### config.mk
export PLATFORM = sky130hd
export DESIGN_NAME = stack_mem_arbiter
export DESIGN_NICKNAME = d
export VERILOG_FILES = /design/src/rtl/stack_cpu_pkg.sv /design/src/rtl/arb_hold_counter.sv /design/src/rtl/stack_mem_arbiter.sv
export SDC_FILE = /design/constraint.sdc
export NUM_CORES = 1
export LEC_CHECK = 0
export CORE_ASPECT_RATIO = 0.6
export CORE_MARGIN = 10
export CORE_UTILIZATION = 38
export CTS_CLUSTER_SIZE = 16
export DETAILED_ROUTE_END_ITERATION = 12
export PLACE_DENSITY = 0.81
export SETUP_SLACK_MARGIN = 0.05
export SYNTH_ARGS = -nofsm -noshare
export SYNTH_HDL_FRONTEND = slang
export SYNTH_SLANG_ARGS = --single-unit
export TNS_END_PERCENT = 100
### constraint.sdc
create_clock -name clk -period 2.6 [get_ports clk]
set_clock_uncertainty 0.2 [all_clocks]
set_input_delay 0.26 -clock clk [delete_from_list [all_inputs] [get_ports clk]]
set_output_delay 0.26 -clock clk [all_outputs]
set_load 0.01 [all_outputs]
### src/rtl/stack_cpu_pkg.sv
// Shared constants for the stack CPU slice: memory arbiter state encoding,
// memory map and opcode values.
package stack_cpu_pkg;

    localparam logic [1:0] ARB_IDLE = 2'd0;
    localparam logic [1:0] ARB_OWN0 = 2'd1;
    localparam logic [1:0] ARB_OWN1 = 2'd2;

    // Memory-mapped IO occupies the top eight bytes of the 256-byte space.
    localparam logic [7:0] MMIO_BASE = 8'hF8;
    localparam logic [7:0] MMIO_ERR  = 8'hFD;
    localparam logic [7:0] MMIO_IN   = 8'hFE;
    localparam logic [7:0] MMIO_OUT  = 8'hFF;

    localparam logic [7:0] OP_NOP   = 8'h00;
    localparam logic [7:0] OP_PUSH  = 8'h01;
    localparam logic [7:0] OP_POP   = 8'h02;
    localparam logic [7:0] OP_ADD   = 8'h03;
    localparam logic [7:0] OP_SUB   = 8'h04;
    localparam logic [7:0] OP_LOAD  = 8'h05;
    localparam logic [7:0] OP_STORE = 8'h06;
    localparam logic [7:0] OP_JMP   = 8'h07;
    localparam logic [7:0] OP_JZ    = 8'h08;
    localparam logic [7:0] OP_HALT  = 8'hFF;

    function automatic logic is_io_addr(input logic [7:0] addr);
        return addr >= MMIO_BASE;
    endfunction

endpackage

### src/rtl/arb_hold_counter.sv
// Counts consecutive accepted accesses of the current memory owner; saturates
// at HOLD_MAX so a lone requester can stream indefinitely.
module arb_hold_counter #(
    parameter int HOLD_MAX = 4,
    parameter int CNT_W    = $clog2(HOLD_MAX + 1)
) (
    input  logic             clk,
    input  logic             reset,
    input  logic             clr,
    input  logic             inc,
    output logic [CNT_W-1:0] cnt,
    output logic             at_max
);

    logic [CNT_W-1:0] cnt_q, cnt_d;

    assign at_max = (cnt_q == CNT_W'(HOLD_MAX));
    assign cnt    = cnt_q;

    // NOTE: clear has priority over increment so an ownership change that
    // coincides with an accepted access starts the new owner from zero.
    always_comb begin
        cnt_d = cnt_q;
        if (clr)
            cnt_d = '0;
        else if (inc && !at_max)
            cnt_d = cnt_q + 1'b1;
    end

    // NOTE: sequential state uses non-blocking assignments only; all next-state
    // logic lives in always_comb with a default first, so no latches appear.
    always_ff @(posedge clk or posedge reset) begin
        if (reset)
            cnt_q <= '0;
        else
            cnt_q <= cnt_d;
    end

endmodule

### src/rtl/stack_mem_arbiter.sv
// Two-port round-robin arbiter for the single-port stack-CPU memory (port 0 = CPU,
// port 1 = loader/debug). Define STACK_MEM_ARB_IO_PROTECT_EN to block port-1 IO writes.
module stack_mem_arbiter #(
    parameter int                ADDR_W   = 8,
    parameter int                DATA_W   = 8,
    parameter int                HOLD_MAX = 4,
    parameter logic [ADDR_W-1:0] IO_BASE  = ADDR_W'(stack_cpu_pkg::MMIO_BASE)
) (
    input  logic              clk,
    input  logic              reset,
    input  logic              m0_req,
    input  logic              m0_we,
    input  logic [ADDR_W-1:0] m0_addr,
    input  logic [DATA_W-1:0] m0_wdata,
    output logic              m0_gnt,
    output logic              m0_rvalid,
    output logic [DATA_W-1:0] m0_rdata,
    input  logic              m1_req,
    input  logic              m1_we,
    input  logic [ADDR_W-1:0] m1_addr,
    input  logic [DATA_W-1:0] m1_wdata,
    output logic              m1_gnt,
    output logic              m1_rvalid,
    output logic [DATA_W-1:0] m1_rdata,
    output logic              mem_en,
    output logic              mem_we,
    output logic [ADDR_W-1:0] mem_addr,
    output logic [DATA_W-1:0] mem_wdata,
    input  logic [DATA_W-1:0] mem_rdata,
    output logic              prot_err
);

    import stack_cpu_pkg::*;

    localparam int CNT_W = $clog2(HOLD_MAX + 1);

    logic [1:0]        state_q, state_d;
    logic              last_q, last_d;
    logic              rd_vld_q, rd_vld_d;
    logic              rd_tag_q, rd_tag_d;
    logic [DATA_W-1:0] rdata0_q, rdata0_d;
    logic [DATA_W-1:0] rdata1_q, rdata1_d;

    logic              own_sel;
    logic              own_req, oth_req, own_we;
    logic [ADDR_W-1:0] own_addr;
    logic [DATA_W-1:0] own_wdata;
    logic              acc_any;
    logic              hold_clr;
    logic [CNT_W-1:0]  hold_cnt;
    logic              hold_at_max;
    logic              limit_hit;
    logic              io_wr1;
    logic              prot_blk;

    assign m0_gnt  = (state_q == ARB_OWN0);
    assign m1_gnt  = (state_q == ARB_OWN1);
    assign own_sel = (state_q == ARB_OWN1);

    always_comb begin
        own_req   = m0_req;
        oth_req   = m1_req;
        own_we    = m0_we;
        own_addr  = m0_addr;
        own_wdata = m0_wdata;
        if (own_sel) begin
            own_req   = m1_req;
            oth_req   = m0_req;
            own_we    = m1_we;
            own_addr  = m1_addr;
            own_wdata = m1_wdata;
        end
    end

    assign acc_any = own_req & (m0_gnt | m1_gnt);
    assign io_wr1  = m1_gnt & m1_req & m1_we & (m1_addr >= IO_BASE);

`ifdef STACK_MEM_ARB_IO_PROTECT_EN
    logic prot_err_q;

    assign prot_blk = io_wr1;
    assign prot_err = prot_err_q;

    always_ff @(posedge clk or posedge reset) begin
        if (reset)
            prot_err_q <= 1'b0;
        else
            prot_err_q <= prot_blk;
    end
`else
    logic unused_io_wr1;

    assign unused_io_wr1 = io_wr1;
    assign prot_blk      = 1'b0;
    assign prot_err      = 1'b0;
`endif

    // Blocked IO writes still complete the handshake but never reach memory.
    assign mem_en    = acc_any & ~prot_blk;
    assign mem_we    = mem_en & own_we;
    assign mem_addr  = own_addr;
    assign mem_wdata = own_wdata;

    arb_hold_counter #(
        .HOLD_MAX (HOLD_MAX),
        .CNT_W    (CNT_W)
    ) u_hold_counter (
        .clk    (clk),
        .reset  (reset),
        .clr    (hold_clr),
        .inc    (acc_any),
        .cnt    (hold_cnt),
        .at_max (hold_at_max)
    );

    // Evaluates hold_cnt + accept >= HOLD_MAX without widening the counter.
    assign limit_hit = hold_at_max | (acc_any & (hold_cnt == CNT_W'(HOLD_MAX - 1)));

    always_comb begin
        state_d  = state_q;
        last_d   = last_q;
        hold_clr = 1'b0;
        case (state_q)
            ARB_IDLE: begin
                if (m0_req && m1_req)
                    state_d = last_q ? ARB_OWN0 : ARB_OWN1;
                else if (m0_req)
                    state_d = ARB_OWN0;
                else if (m1_req)
                    state_d = ARB_OWN1;
            end
            ARB_OWN0, ARB_OWN1: begin
                if (oth_req && (!own_req || limit_hit)) begin
                    state_d  = own_sel ? ARB_OWN0 : ARB_OWN1;
                    last_d   = own_sel;
                    hold_clr = 1'b1;
                end else if (!own_req && !oth_req) begin
                    state_d  = ARB_IDLE;
                    last_d   = own_sel;
                    hold_clr = 1'b1;
                end
            end
            default: begin
                state_d  = ARB_IDLE;
                hold_clr = 1'b1;
            end
        endcase
    end

    // The tag remembers which port issued the read, so a same-edge owner switch
    // cannot misroute the returning data.
    assign rd_vld_d  = acc_any & ~own_we;
    assign rd_tag_d  = own_sel;
    assign m0_rvalid = rd_vld_q & ~rd_tag_q;
    assign m1_rvalid = rd_vld_q & rd_tag_q;
    assign rdata0_d  = m0_rvalid ? mem_rdata : rdata0_q;
    assign rdata1_d  = m1_rvalid ? mem_rdata : rdata1_q;
    assign m0_rdata  = m0_rvalid ? mem_rdata : rdata0_q;
    assign m1_rdata  = m1_rvalid ? mem_rdata : rdata1_q;

    // NOTE: the read-data holding registers are reset like any other flop; they
    // are architectural outputs that must read 0 after reset, not a RAM.
    always_ff @(posedge clk or posedge reset) begin
        if (reset) begin
            state_q  <= ARB_IDLE;
            last_q   <= 1'b1;
            rd_vld_q <= 1'b0;
            rd_tag_q <= 1'b0;
            rdata0_q <= '0;
            rdata1_q <= '0;
        end else begin
            state_q  <= state_d;
            last_q   <= last_d;
            rd_vld_q <= rd_vld_d;
            rd_tag_q <= rd_tag_d;
            rdata0_q <= rdata0_d;
            rdata1_q <= rdata1_d;
        end
    end

endmodule
* Word-level counts from Yosys, hierarchy flattened
Index checks and enable logic that the tools add are counted. Widths: inputs -> output; s select.
Word-level totals: register bits after elaboration 24, input port bits 46, word-level logic and storage cells 60, output and inout bits 39
Operators by class: add/subtract/negate cells 1, multiplexer cells 22, bitwise gates (word level) 10, reductions and logical operators 14, equality and inequality tests 6
Operators by type and width (count):
- $mux 8 | 4
- $mux 2 | 7
- $mux 1 | 7
- $and 1x1->1 | 6
- $mux 3 | 2
- $logic_and 1x1->1 | 4
- $ne 4x4->1 const B | 1
- $pmux 2 s2 | 1
- $reduce_and 2->1 | 2
- $reduce_bool 2->1 | 2
- $add 3x1->3 const B | 1
- $eq 3x2->1 const B | 1
- $eq 3x3->1 const B | 1
- $logic_not 1->1 | 3
- $ne 3x3->1 const B | 1
- $eq 2x1->1 const B | 1
- $eq 2x2->1 const B | 1
- $logic_not 2->1 | 1
- $not 1->1 | 2
- $or 1x1->1 | 2
- $pmux 1 s2 | 1
- $reduce_or 2->1 | 1
- $logic_or 1x1->1 | 1

* Logic depth before layout (Yosys ltp)
depth in word-level cells 10, depth in mapped cells 8, gate-level depth less buffers 6

* Cells and area by module
Synthesis repeated with hierarchy kept, for this count alone.
Second synthesis, totals: cells, all modules 126, area, all modules 1455.1 um^2
By module, submodules not included:
- stack_mem_arbiter | cells an instance 107, instances 1, area each 1258.7 um^2
- arb_hold_counter | cells an instance 19, instances 1, area each 196.4 um^2

* Least setup slack after synthesis
Ideal clock, no wire load.
kind reg2out, start register state_q[0], end output mem_addr[0], buffers on the path 2, data arrival time 1.448 ns, setup slack 0.692 ns, required time 2.140 ns, stages on the path, launching flop included 6, cell sequence dfrtp_1 > inv_1 > ha_1 > buf_2 > buf_2 > mux2_2
On the way: cells in the longest elaborated chain, start to end 2
RTL lines:
- from (decl) | line stack_mem_arbiter.sv:37 | logic [1:0] state_q, state_d;
- from (signal assigned) | line stack_mem_arbiter.sv:172 | state_q <= state_d;
- $eq 2x2->1
- named net m1_gnt | line stack_mem_arbiter.sv:22 | output logic m1_gnt,
- $mux 8 | line stack_mem_arbiter.sv:66 | if (own_sel) begin
- to (decl) | line stack_mem_arbiter.sv:27 | output logic [ADDR_W-1:0] mem_addr,
The timed path passes the listed nets, and every way through them passes these cells.

* Worst setup path in the final report
start register state_q[1], end output mem_we
On the way: cells in the longest elaborated chain, start to end 4, elaborated cells between the ends (all ways) 7
RTL lines:
- $eq 2x2->1 / $eq 2x1->1 (equally long branches) | line stack_mem_arbiter.sv:57, stack_mem_arbiter.sv:58, stack_mem_arbiter.sv:56
- $mux 1 / $or 1x1->1 (equally long branches) | line stack_mem_arbiter.sv:66, stack_mem_arbiter.sv:75
- $and 1x1->1 | line stack_mem_arbiter.sv:75 | assign acc_any = own_req & (m0_gnt | m1_gnt);
- $and 1x1->1 (*) | line stack_mem_arbiter.sv:100 | assign mem_we = mem_en & own_we;
- to (decl) | line stack_mem_arbiter.sv:26 | output logic mem_we,
Every way passes the cells marked *; elsewhere a longest branch is shown, timed or not.

==> results.json <==
{
  "grt_max_degree": 25,
  "clkLatencyLatePin_ns": 0.26,
  "powerDensity_mw_per_mm2": 1100,
  "crit_path_cell_trace": "inv_1 -> ha_1 -> nand2_1 -> nor2_1 -> clkdlybuf4s50_1",
  "drive_above_1_share_pct": 24.7,
  "p_leak_nw": 1.07,
  "vias": 1279,
  "hpwl_mm": 4.12,
  "num_rows": 17,
  "setup_slack_ns": 0.164,
  "power.share.combinational_pct": 67.7,
  "syn_area_sq_mm": 0.00144,
  "post_cts_buffers": 0,
  "final_max_slew_viol_count": 0,
  "setup_viol": 0,
  "globalRouteOverflowTotal": 0,
  "grt_pass1_wl_mm": 7.74,
  "synth-seq-cells": 24,
  "post_drt_wl_per_cell_um": 18.6,
  "holdCritPathClass": "in -> async",
  "htree_levels": 1,
  "clockBufferDepth": 2,
  "clockPowerShare_pct": 9.1,
  "n_fill_cell": 284,
  "fmax_mhz": 411,
  "power.net_switching_mw": 0.980,
  "avgSynthCellArea_sq_um": 11.2,
  "num_antenna_cells": 0,
  "antenna_found_initial": 0,
  "ys_types": 34,
  "startpoint_type": "flop",
  "cp.arrival_ns": 1.98,
  "dieArea_sq_mm": 0.00674,
  "seq_area_frac_synth_pct": 41.7,
  "drcViolationCount": 0,
  "rsz0062_at_grt": "yes",
  "gp_congestion": 0.877,
  "area_growth_pct": 69.0,
  "crit_required_ns": 2.14,
  "cap_violations": 0,
  "drt_iter0_markers": 54,
  "die-width_um": 99.5,
  "fin_crit_ns": 2.44,
  "die_h_um": 67.7,
  "netlist_instances": 129,
  "ant_nets": 0,
  "peakVddDrop_uv": 639,
  "ios": 85,
  "fin_tns_setup_ns": 0,
  "nets": 269,
  "cp_max_fo": 6,
  "clockRootBuffer": "clkbuf_8",
  "crit_path_top_delay_cell": "clkdlybuf4s50_1",
  "intPower_mw": 1.70,
  "grt_usage_pct": 14.3,
  "crit_type": "reg -> out",
  "initial_core_util_pct": 39.4,
  "cts_sinks": 24,
  "clkTransAtPathRegs_ns": 0.08,
  "pwr-share-seq_pct": 23.2,
  "ys.warnings.count": 0,
  "cts_inserted_buffers": 3,
  "period_share_pct": 93.7,
  "post-place-ws_ns": 0.313,
  "status": "finished clean",
  "coreArea_sq_mm": 0.00366,
  "critPathCaptureType": "primary output",
  "cts-hold-fix-buffers": 0,
  "drt_first_pass_iters": 4,
  "synthesis.nets": 182,
  "cts_tree": "yes",
  "max_stage_delay_ns": 0.56,
  "routed_wl_mm": 4.87,
  "routed_via_density": 4.88,
  "switching_share_pct": 36.5,
  "grt_pass1_vias": 1424,
  "numPortBuffers": 83,
  "hold_violations": 0
}
[critical path, delay by kind of cell, from the launching register on]
family | cells | cell delay, ns
flops | 1 | 0.44
simple gates | 2 | 0.23
buf+inv | 2 | 0.65
fa+ha+maj | 1 | 0.39
[sequential cells by signal, summed over array words and instances (netlist names)]
name	count
rd_vld_q	1
rdata1_q	8
rdata0_q	8
last_q	1
u_hold_counter.cnt	3
state_q	2
rd_tag_q	1
[power by group through the flow]
stage / sequential (mW) / clock, mW / combinational, mW
after floorplan: 0.600 / 0 / 0.961
after global placement: 0.610 / 0 / 1.71
after detailed placement: 0.628 / 0 / 1.76
after CTS: 0.621 / 0.250 / 1.79
after global routing: 0.643 / 0.272 / 1.96
final: 0.624 / 0.243 / 1.82
[worst paths after layout]
kind,cells after the start,to,slack (ns),startpoint
min in group clk,1,rdata0_q[1],0.30,rdata0_q[1]
max reg2reg,6,state_q[1],0.38,state_q[1]
min reg2reg,1,rdata0_q[1],0.30,rdata0_q[1]
max,5,mem_we,0.16,state_q[1]
min,3,rdata1_q[4],0.15,reset
max in group asynchronous,3,last_q,1.77,reset
[cell usage in the layout (no fill, tap or decap)]
cell type / count
clkdlybuf4s50_1: 78
mux2_2: 34
dfrtp_1: 23
inv_1: 11
nor2_1: 6
ha_1: 6
nand2_1: 5
nor3_1: 5
dlymetal6s2s_1: 5
buf_4: 5
clkbuf_8: 4
a21oi_1: 3
nand2b_1: 2
inv_2: 2
nand3_1: 2
a22o_1: 1
a311oi_2: 1
mux2_4: 1
nand3_2: 1
xnor2_1: 1
mux2i_1: 1
mux2i_2: 1
and3_1: 1
nand3b_1: 1
a2bb2oi_1: 1
a31oi_1: 1
and2b_1: 1
o22ai_1: 1
o2111ai_1: 1
nor2b_1: 1
o21ai_0: 1
nor3b_1: 1
a41o_1: 1
nor3_2: 1
a32o_1: 1
ha_4: 1
conb_1: 1
dfstp_2: 1
buf_12: 1
[metrics by stage]
step	util (%)	power [mW]	std cells	hold slack (ns)	cell area (sq um)
after floorplan	-	1.56	129	0.0739	1440
after global placement	63.8	2.32	258	0.278	2330
after detailed placement	63.8	2.39	258	0.281	2330
after CTS	65.4	2.66	262	0.150	2390
after global routing	66.6	2.87	262	0.198	2440
final	66.6	2.68	262	0.147	2440
[area by class of cell]
type / count / area (sq um) / share of cell area, %
timing repair buffer: 89 / 901 / 37.0
multi-input combinational: 85 / 772 / 31.7
sequential: 24 / 602 / 24.7
tap: 47 / 58.8 / 2.41
clock buffer: 4 / 55.1 / 2.26
inverter: 13 / 48.8 / 2.00
[metal layers]
metal	GRT usage, %	up-vias	part of all wire [%]
li1	-	618	-
met1	16.4	640	39
met3	1.43	2	1.4
met2	29.3	19	59
met5	0	-	0
met4	1.07	0	0.39
[synthesized netlist by cell type, drive strengths merged]
library cell	instances	area share, %
a21oi	3	1.0
a22o	1	0.61
a2bb2oi	1	0.61
a311oi	1	0.61
a31oi	1	0.43
a32o	1	0.69
a41o	1	0.69
and2b	1	0.52
and3	1	0.43
buf	7	2.9
conb	1	0.26
dfrtp	23	40
dfstp	1	1.8
ha	7	6.1
inv	13	3.4
mux2	35	28
mux2i	2	1.4
nand2	5	1.3
nand2b	2	0.87
nand3	3	1.4
nand3b	1	0.52
nor2	6	1.6
nor2b	1	0.43
nor3	6	2.4
nor3b	1	0.52
o2111ai	1	0.61
o21ai	1	0.35
o22ai	1	0.43
xnor2	1	0.61
[repair_timing]
item,4_1_cts,5_1_grt
resized for setup,1,12
endpoints found under the hold margin,0,0
setup endpoints to repair,9,19
[cell families (layout without fill, tap and decap cells)]
family	after synthesis	in the layout	share of synthesized area, %
muxes	37	37	29.0
and+or+nand+nor	27	27	9.97
DFF	24	24	41.7
buffers and inverters	20	106	6.33
AOI/OAI and AO/OA	12	12	6.07
adders and majority gates	7	7	6.07
other	1	1	0.260
xor gates and xnor gates	1	1	0.607
(Power assumes the default switching activity.)
